File: src/rtl/mem_responder.sv
// Register-array memory slave answering a rd/wr strobe controller with a
// programmable read latency and registered ready/oe/ack/err handshakes.
module mem_responder #(
  parameter int AWIDTH = 5,
  parameter int DWIDTH = 8,
  parameter int RD_LAT = 1
) (
  input  logic              clk,
  input  logic              rst_,
  input  logic [AWIDTH-1:0] addr,
  input  logic              rd,
  input  logic              wr,
  input  logic [DWIDTH-1:0] data_in,
  output logic [DWIDTH-1:0] data_out,
  output logic              data_oe,
  output logic              ready,
  output logic              wr_ack,
  output logic              err
);

  localparam int DEPTH = 1 << AWIDTH;
  localparam logic [1:0] CNT_INIT = (RD_LAT > 1) ? 2'(RD_LAT - 2) : 2'd0;

  typedef enum logic [1:0] {IDLE, WAIT, DRIVE} state_t;

  state_t            state_q, state_d;
  logic [1:0]        cnt_q, cnt_d;
  logic [AWIDTH-1:0] addr_q, addr_d;
  logic [DWIDTH-1:0] data_out_q, data_out_d;
  logic              oe_q, oe_d;
  logic              ready_q, ready_d;
  logic              wr_ack_q, wr_ack_d;
  logic              err_q, err_d;
  logic              wr_en;
  logic              launch;

  logic [DWIDTH-1:0] mem_q [DEPTH];

  always_comb begin
    state_d    = state_q;
    cnt_d      = cnt_q;
    addr_d     = addr_q;
    data_out_d = data_out_q;
    oe_d       = oe_q;
    ready_d    = ready_q;
    wr_ack_d   = 1'b0;
    err_d      = 1'b0;
    wr_en      = 1'b0;
    launch     = 1'b0;

    if (rd && wr) begin
      state_d    = IDLE;
      data_out_d = '0;
      oe_d       = 1'b0;
      ready_d    = 1'b0;
      err_d      = 1'b1;
    end else if (wr) begin
      wr_en      = 1'b1;
      wr_ack_d   = 1'b1;
      state_d    = IDLE;
      data_out_d = '0;
      oe_d       = 1'b0;
      ready_d    = 1'b0;
    end else if (!rd) begin
      state_d    = IDLE;
      data_out_d = '0;
      oe_d       = 1'b0;
      ready_d    = 1'b0;
    end else begin
      case (state_q)
        IDLE: launch = 1'b1;
        WAIT: begin
          if (addr != addr_q)     launch  = 1'b1;
          else if (cnt_q == 2'd0) state_d = DRIVE;
          else                    cnt_d   = cnt_q - 2'd1;
        end
        DRIVE: begin
          // Data is captured once on the first DRIVE cycle and then held.
          if (addr != addr_q) begin
            launch = 1'b1;
          end else if (!ready_q) begin
            data_out_d = mem_q[addr_q];
            oe_d       = 1'b1;
            ready_d    = 1'b1;
          end
        end
        default: state_d = IDLE;
      endcase
    end

    if (launch) begin
      addr_d     = addr;
      data_out_d = '0;
      oe_d       = 1'b0;
      ready_d    = 1'b0;
      if (RD_LAT == 1) begin
        state_d = DRIVE;
      end else begin
        cnt_d   = CNT_INIT;
        state_d = WAIT;
      end
    end
  end

  always_ff @(posedge clk or negedge rst_) begin
    if (!rst_) begin
      state_q    <= IDLE;
      cnt_q      <= 2'd0;
      addr_q     <= '0;
      data_out_q <= '0;
      oe_q       <= 1'b0;
      ready_q    <= 1'b0;
      wr_ack_q   <= 1'b0;
      err_q      <= 1'b0;
    end else begin
      state_q    <= state_d;
      cnt_q      <= cnt_d;
      addr_q     <= addr_d;
      data_out_q <= data_out_d;
      oe_q       <= oe_d;
      ready_q    <= ready_d;
      wr_ack_q   <= wr_ack_d;
      err_q      <= err_d;
    end
  end

  // Storage survives reset; writes are suppressed while reset is held.
  always_ff @(posedge clk) begin
    if (wr_en && rst_) mem_q[addr] <= data_in;
  end

  assign data_out = data_out_q;
  assign data_oe  = oe_q;
  assign ready    = ready_q;
  assign wr_ack   = wr_ack_q;
  assign err      = err_q;

endmodule

File: config.mk
export PLATFORM = sky130hd
export DESIGN_NAME = mem_responder
export DESIGN_NICKNAME = d
export VERILOG_FILES = /design/src/rtl/mem_responder.sv
export SDC_FILE = /design/constraint.sdc
export NUM_CORES = 1
export LEC_CHECK = 0
export CAP_MARGIN = 5
export CORE_UTILIZATION = 55
export DETAILED_ROUTE_END_ITERATION = 10
export MAX_ROUTING_LAYER = met4
export PLACE_DENSITY = 0.74
export SYNTH_ARGS = -nofsm -noshare
export SYNTH_HDL_FRONTEND = slang
export SYNTH_SLANG_ARGS = --single-unit
File: constraint.sdc
create_clock -name clk -period 5.8 [get_ports clk]
set_clock_uncertainty 0.2 [all_clocks]
set_input_delay 1.16 -clock clk [delete_from_list [all_inputs] [get_ports clk]]
set_output_delay 1.16 -clock clk [all_outputs]
set_load 0.05 [all_outputs]
# Yosys cells after proc, flatten, opt, wreduce, memory -nomap -nowiden

Memory sizes are Yosys's and may differ from the RTL's.
Cells that the tools add are included.
W data, S select, Z words.

Add/subtract/negate cells: 1
Equality and inequality tests: 9
Mux-type cells: 37
Bitwise operators: 4
Reductions and logical operators: 10

Operators by type and width:

| kind                  | number |
|---|---|
| $mux W8               | 7 |
| $mux W1               | 22 |
| $mux W2               | 6 |
| $ne A6 B6 Y1 const B  | 2 |
| $reduce_and A3 Y1     | 2 |
| $reduce_and A6 Y1     | 1 |
| $ne A5 B1 Y1 const B  | 1 |
| $ne A5 B2 Y1 const B  | 1 |
| $ne A5 B3 Y1 const B  | 1 |
| $ne A5 B5 Y1          | 1 |
| $ne A5 B5 Y1 const B  | 1 |
| $logic_not A2 Y1      | 2 |
| $not A1 Y1            | 4 |
| $pmux W2 S2           | 1 |
| $reduce_or A2 Y1      | 2 |
| $eq A2 B1 Y1 const B  | 1 |
| $eq A2 B2 Y1 const B  | 1 |
| $logic_and A1 B1 Y1   | 2 |
| $pmux W1 S2           | 1 |
| $reduce_and A2 Y1     | 1 |
| $sub A2 B1 Y2 const B | 1 |

Bits in registers: 21
Bits in writable memories: 256
Input port bits: 17
Output and inout bits: 12
Memories: 1

Memory list:

| memory | words | bits a word | read ports | clocked after memory_dff | wr ports | line | text |
|---|---|---|---|---|---|---|---|
| mem_q  | 32    | 8           | 1          | 0                        | 1        | 37   | `logic [DWIDTH-1:0] mem_q [DEPTH];` |

# Logic depth before layout (Yosys ltp)

Word-level depth: 8
Gate-level depth with buffers: 8
Depth with buffers taken out: 6

# Worst setup path after synthesis

Ideal clock, no wire load.

Path kind: input port to flip-flop
Start point: in addr[2]
End point: mem mem_q[7][0], enable pin
Data arrival time: 2.294 ns
Path slack: 2.935 ns
Stages: 3
Path buffers: 1
Path through: clkbuf_1 > or3b_2 > nor2_1

RTL lines:

| item               | line | text |
|---|---|---|
| start: declaration | 10   | `input logic [AWIDTH-1:0] addr,` |
| end: declaration   | 37   |  |

Straight into the memory's write port.

# Worst setup path after layout

Start point: in wr
End point: mem mem_q[23][7], enable pin

Word-level cells in the longest chain between the ends: 5
Elaborated cells on any way between the ends: 6
Classes of those cells: 4 x mux; 2 x reduce/logical

RTL lines:

| item                                           | line | text |
|---|---|---|
| start: declaration                             | 12   | `input logic wr,` |
| $mux W1 or $logic_and A1 B1 Y1 (tied branches) | --   |  |
| $mux W1 (*)                                    | --   |  |
| named net wr_ack_d                             | 32   | `logic wr_ack_q, wr_ack_d;` |
| $logic_and A1 B1 Y1 (*)                        | 129  | `if (wr_en && rst_) mem_q[addr] <= data_in;` |
| $mux W1 (*)                                    | 129  |  |
| $mux W1 (implied by the code) (*)              | 129  |  |

Mark *: on every way through the listed nets, which the timed path passes. The rest lies on a longest branch.

==> results_dict.tcl <==
set metrics [dict create \
    pre_repair_dr_iteration_count 4 \
    timing.max_cap.violations 0 \
    die_w_um 143 \
    vdd_ir_drop_max_mv 0.243 \
    worstSetupStartpointType "input port" \
    crit_fanout 8 \
    syn_nets 635 \
    gp_routability_congestion 0.903 \
    drc 0 \
    overflow 0 \
    unique_cell_type_count_in_the_yosys_netlist 36 \
    grt_first_pass_wirelength_um 34700 \
    die_height_um 143 \
    grt_use_total 0.247 \
    setup_violations 0 \
    timing.final.crit_period_ns 3.39 \
    hp-class "reg -> reg" \
    ys_seq_elements 274 \
    core_area_sq_mm 0.0195 \
    fp-row-count 51 \
    critPathArrivalTime_ns 3.34 \
    cts_tree "built" \
    setup-tns-final_ns 0 \
    vias 5792 \
    postSynthAreaPerCell_sq_um 17.7 \
    slew-limit-headroom 0.320 \
    grt_antenna_before_repair 1 \
    post-layout-total-power_mw 4.40 \
    crit_path_end_kind "register" \
    maxSlewViolCount 0 \
    power.leakage_nw 4.10 \
    timing.fmax_ghz 0.295 \
    yosysWarnings 0 \
    first_global_vias 5561 \
    clock_path_buffers 3 \
    dp_hpwl_um 14600 \
    syn-instance-count 618 \
    setup_repair_after_global_routing_missed_its_margin "false" \
    worst_pin_slew_ns 1.02 \
    largest_net_degree_at_the_start_of_global_routing 61 \
    cts.hold.buffers_added 0 \
    synth_sequential_area_ratio 0.746 \
    final_hold_slack_ns 0.297 \
    port_buffers 28 \
    post-route-period-util 0.584 \
    required_ns 5.75 \
    number_of_nets_still_failing_antenna_checks_after_routing 0 \
    drt-vias-per-instance 6.16 \
    die_area_sq_mm 0.0204 \
    cts.reportedPaths.clkPinSlew_ns 0.06 \
    cts.repair.resized 0 \
    postCtsSetupRepairBufs 0 \
    detail_route.wl_per_cell_um 25.1 \
    area_delta_synth_final_pct 12.9 \
    clock_net_sink_count 274 \
    cts_htree_levels 1 \
    status "finished clean" \
    finalWirelength_um 23600 \
    finalNetCount 671 \
    cellPowerDensity_mw_per_mm2 357 \
    setup.worst_path.class "in -> reg" \
    layout-drive-gt1-share 0.116 \
    clk_root_buffer_cell "clkbuf_16" \
    cts_buffers 26 \
    clk_latency_ns 0.52 \
    syn_area_sq_mm 0.0109 \
    boundary_pins 29 \
    detailedRoute.firstIterationViolations 510 \
    initial_utilization 0.561 \
    final-hold-violation-count 0 \
]
[flip-flops by register name (all words and copies together) (netlist names)]
signal,count
addr_q,5
wr_ack,1
data_oe,1
err,1
mem_q,256
ready,1
state_q,1
data_out,8
[report_power, final]
group	internal (mW)	switching, mW
registers	2.17	0.0414
logic	0.151	0.214
clock network	1.12	0.700
[metrics by stage]
stage,std cells,setup slack (ns),cell area [sq um],utilization
floorplan,618,2.94,10900,-
global placement,891,2.08,11400,0.584
detailed placement,891,1.92,11400,0.584
CTS,939,2.51,12300,0.633
global route,940,2.32,12300,0.633
finish,940,2.41,12300,0.633
[final cells by class]
type / count / area [sq um]
clock buffers: 30 / 687
inverters: 2 / 7.51
clock inverters: 18 / 258
diodes: 1 / 2.50
well taps: 265 / 332
fillers: 1337 / 7140
flip-flops and latches: 274 / 8140
repair buffers: 43 / 405
multi-input cells: 307 / 2490
[synth_stat cells (all sizes together)]
library cell,count,area share
or3,2,0.0011
nand4,2,0.0011
or3b,2,0.0016
nor3,4,0.0018
nand3b,3,0.0021
dfrtp,18,0.041
or4,6,0.0041
nor2b,3,0.0017
nand3,2,0.00092
buf,22,0.022
inv,2,0.00069
a2111oi,2,0.0022
nand2b,4,0.0023
and2,2,0.0014
and3,2,0.0011
mux4,16,0.035
o21a,1,0.00069
xnor2,5,0.0040
o21ai,8,0.0037
nand2,21,0.0072
o22ai,2,0.0011
mux2,4,0.0041
or2,1,0.00057
nor2,39,0.013
clkbuf,13,0.0045
edfxtp,256,0.70
a22oi,48,0.033
mux2i,98,0.090
a21oi,30,0.014
[critical path: stages]
cell and delay (ns):
clkdlybuf4s50_1 0.49, nor2b_1 0.28, nand4_1 0.64, nor2_1 0.77
[cells in the final DEF, fill, tap and decap left out, types with 2 or more instances in the layout]
| master | count |
|---|---|
| mux2_2 | 4 |
| xnor2_1 | 5 |
| o22ai_1 | 2 |
| inv_6 | 4 |
| clkinv_1 | 3 |
| nor2b_1 | 3 |
| or4_1 | 6 |
| o21ai_0 | 8 |
| or3b_2 | 2 |
| a22oi_1 | 48 |
| nand3_1 | 2 |
| mux4_1 | 5 |
| nand3b_1 | 3 |
| or3_1 | 2 |
| clkinv_2 | 3 |
| bufinv_16 | 6 |
| buf_4 | 14 |
| nand4_1 | 2 |
| mux2i_1 | 98 |
| dfrtp_1 | 17 |
| nor3_1 | 4 |
| clkbuf_1 | 3 |
| nor2_1 | 39 |
| clkdlybuf4s50_1 | 28 |
| a21oi_1 | 30 |
| inv_1 | 2 |
| nand2_1 | 21 |
| and3_1 | 2 |
| clkbuf_16 | 27 |
| nand2b_1 | 4 |
| mux4_2 | 11 |
| edfxtp_1 | 256 |
[routing by layer]
| layer | wire length, um | global-route usage | vias to the layer above |
|---|---|---|---|
| met4 | 912 | 0.107 | 0 |
| met1 | 9800 | 0.336 | 2885 |
| met2 | 10700 | 0.367 | 326 |
| met3 | 2160 | 0.0453 | 62 |
| li1 | - | - | 2519 |
| met5 | 0 | - | - |
[logic make-up after synthesis]
logic type | Yosys count | share of synthesized area
flops | 274 | 0.746
compound gates | 91 | 0.0544
mux | 118 | 0.129
simple gates | 93 | 0.0406
xor+xnor | 5 | 0.00401
buf+inv | 37 | 0.0267
[path summary, 6_finish.rpt]
kind	end	cells past startpoint	slack [ns]	start
max	mem_q[23][7]	4	2.41	wr
min	data_oe	1	0.30	data_oe
max reg2reg	data_out[0]	5	2.55	addr_q[0]
min reg2reg	data_oe	1	0.30	data_oe
max in group asynchronous	addr_q[0]	2	4.40	rst_
min in group asynchronous	wr_ack	2	0.78	rst_
No activity file was read; power rests on OpenSTA's default activity.
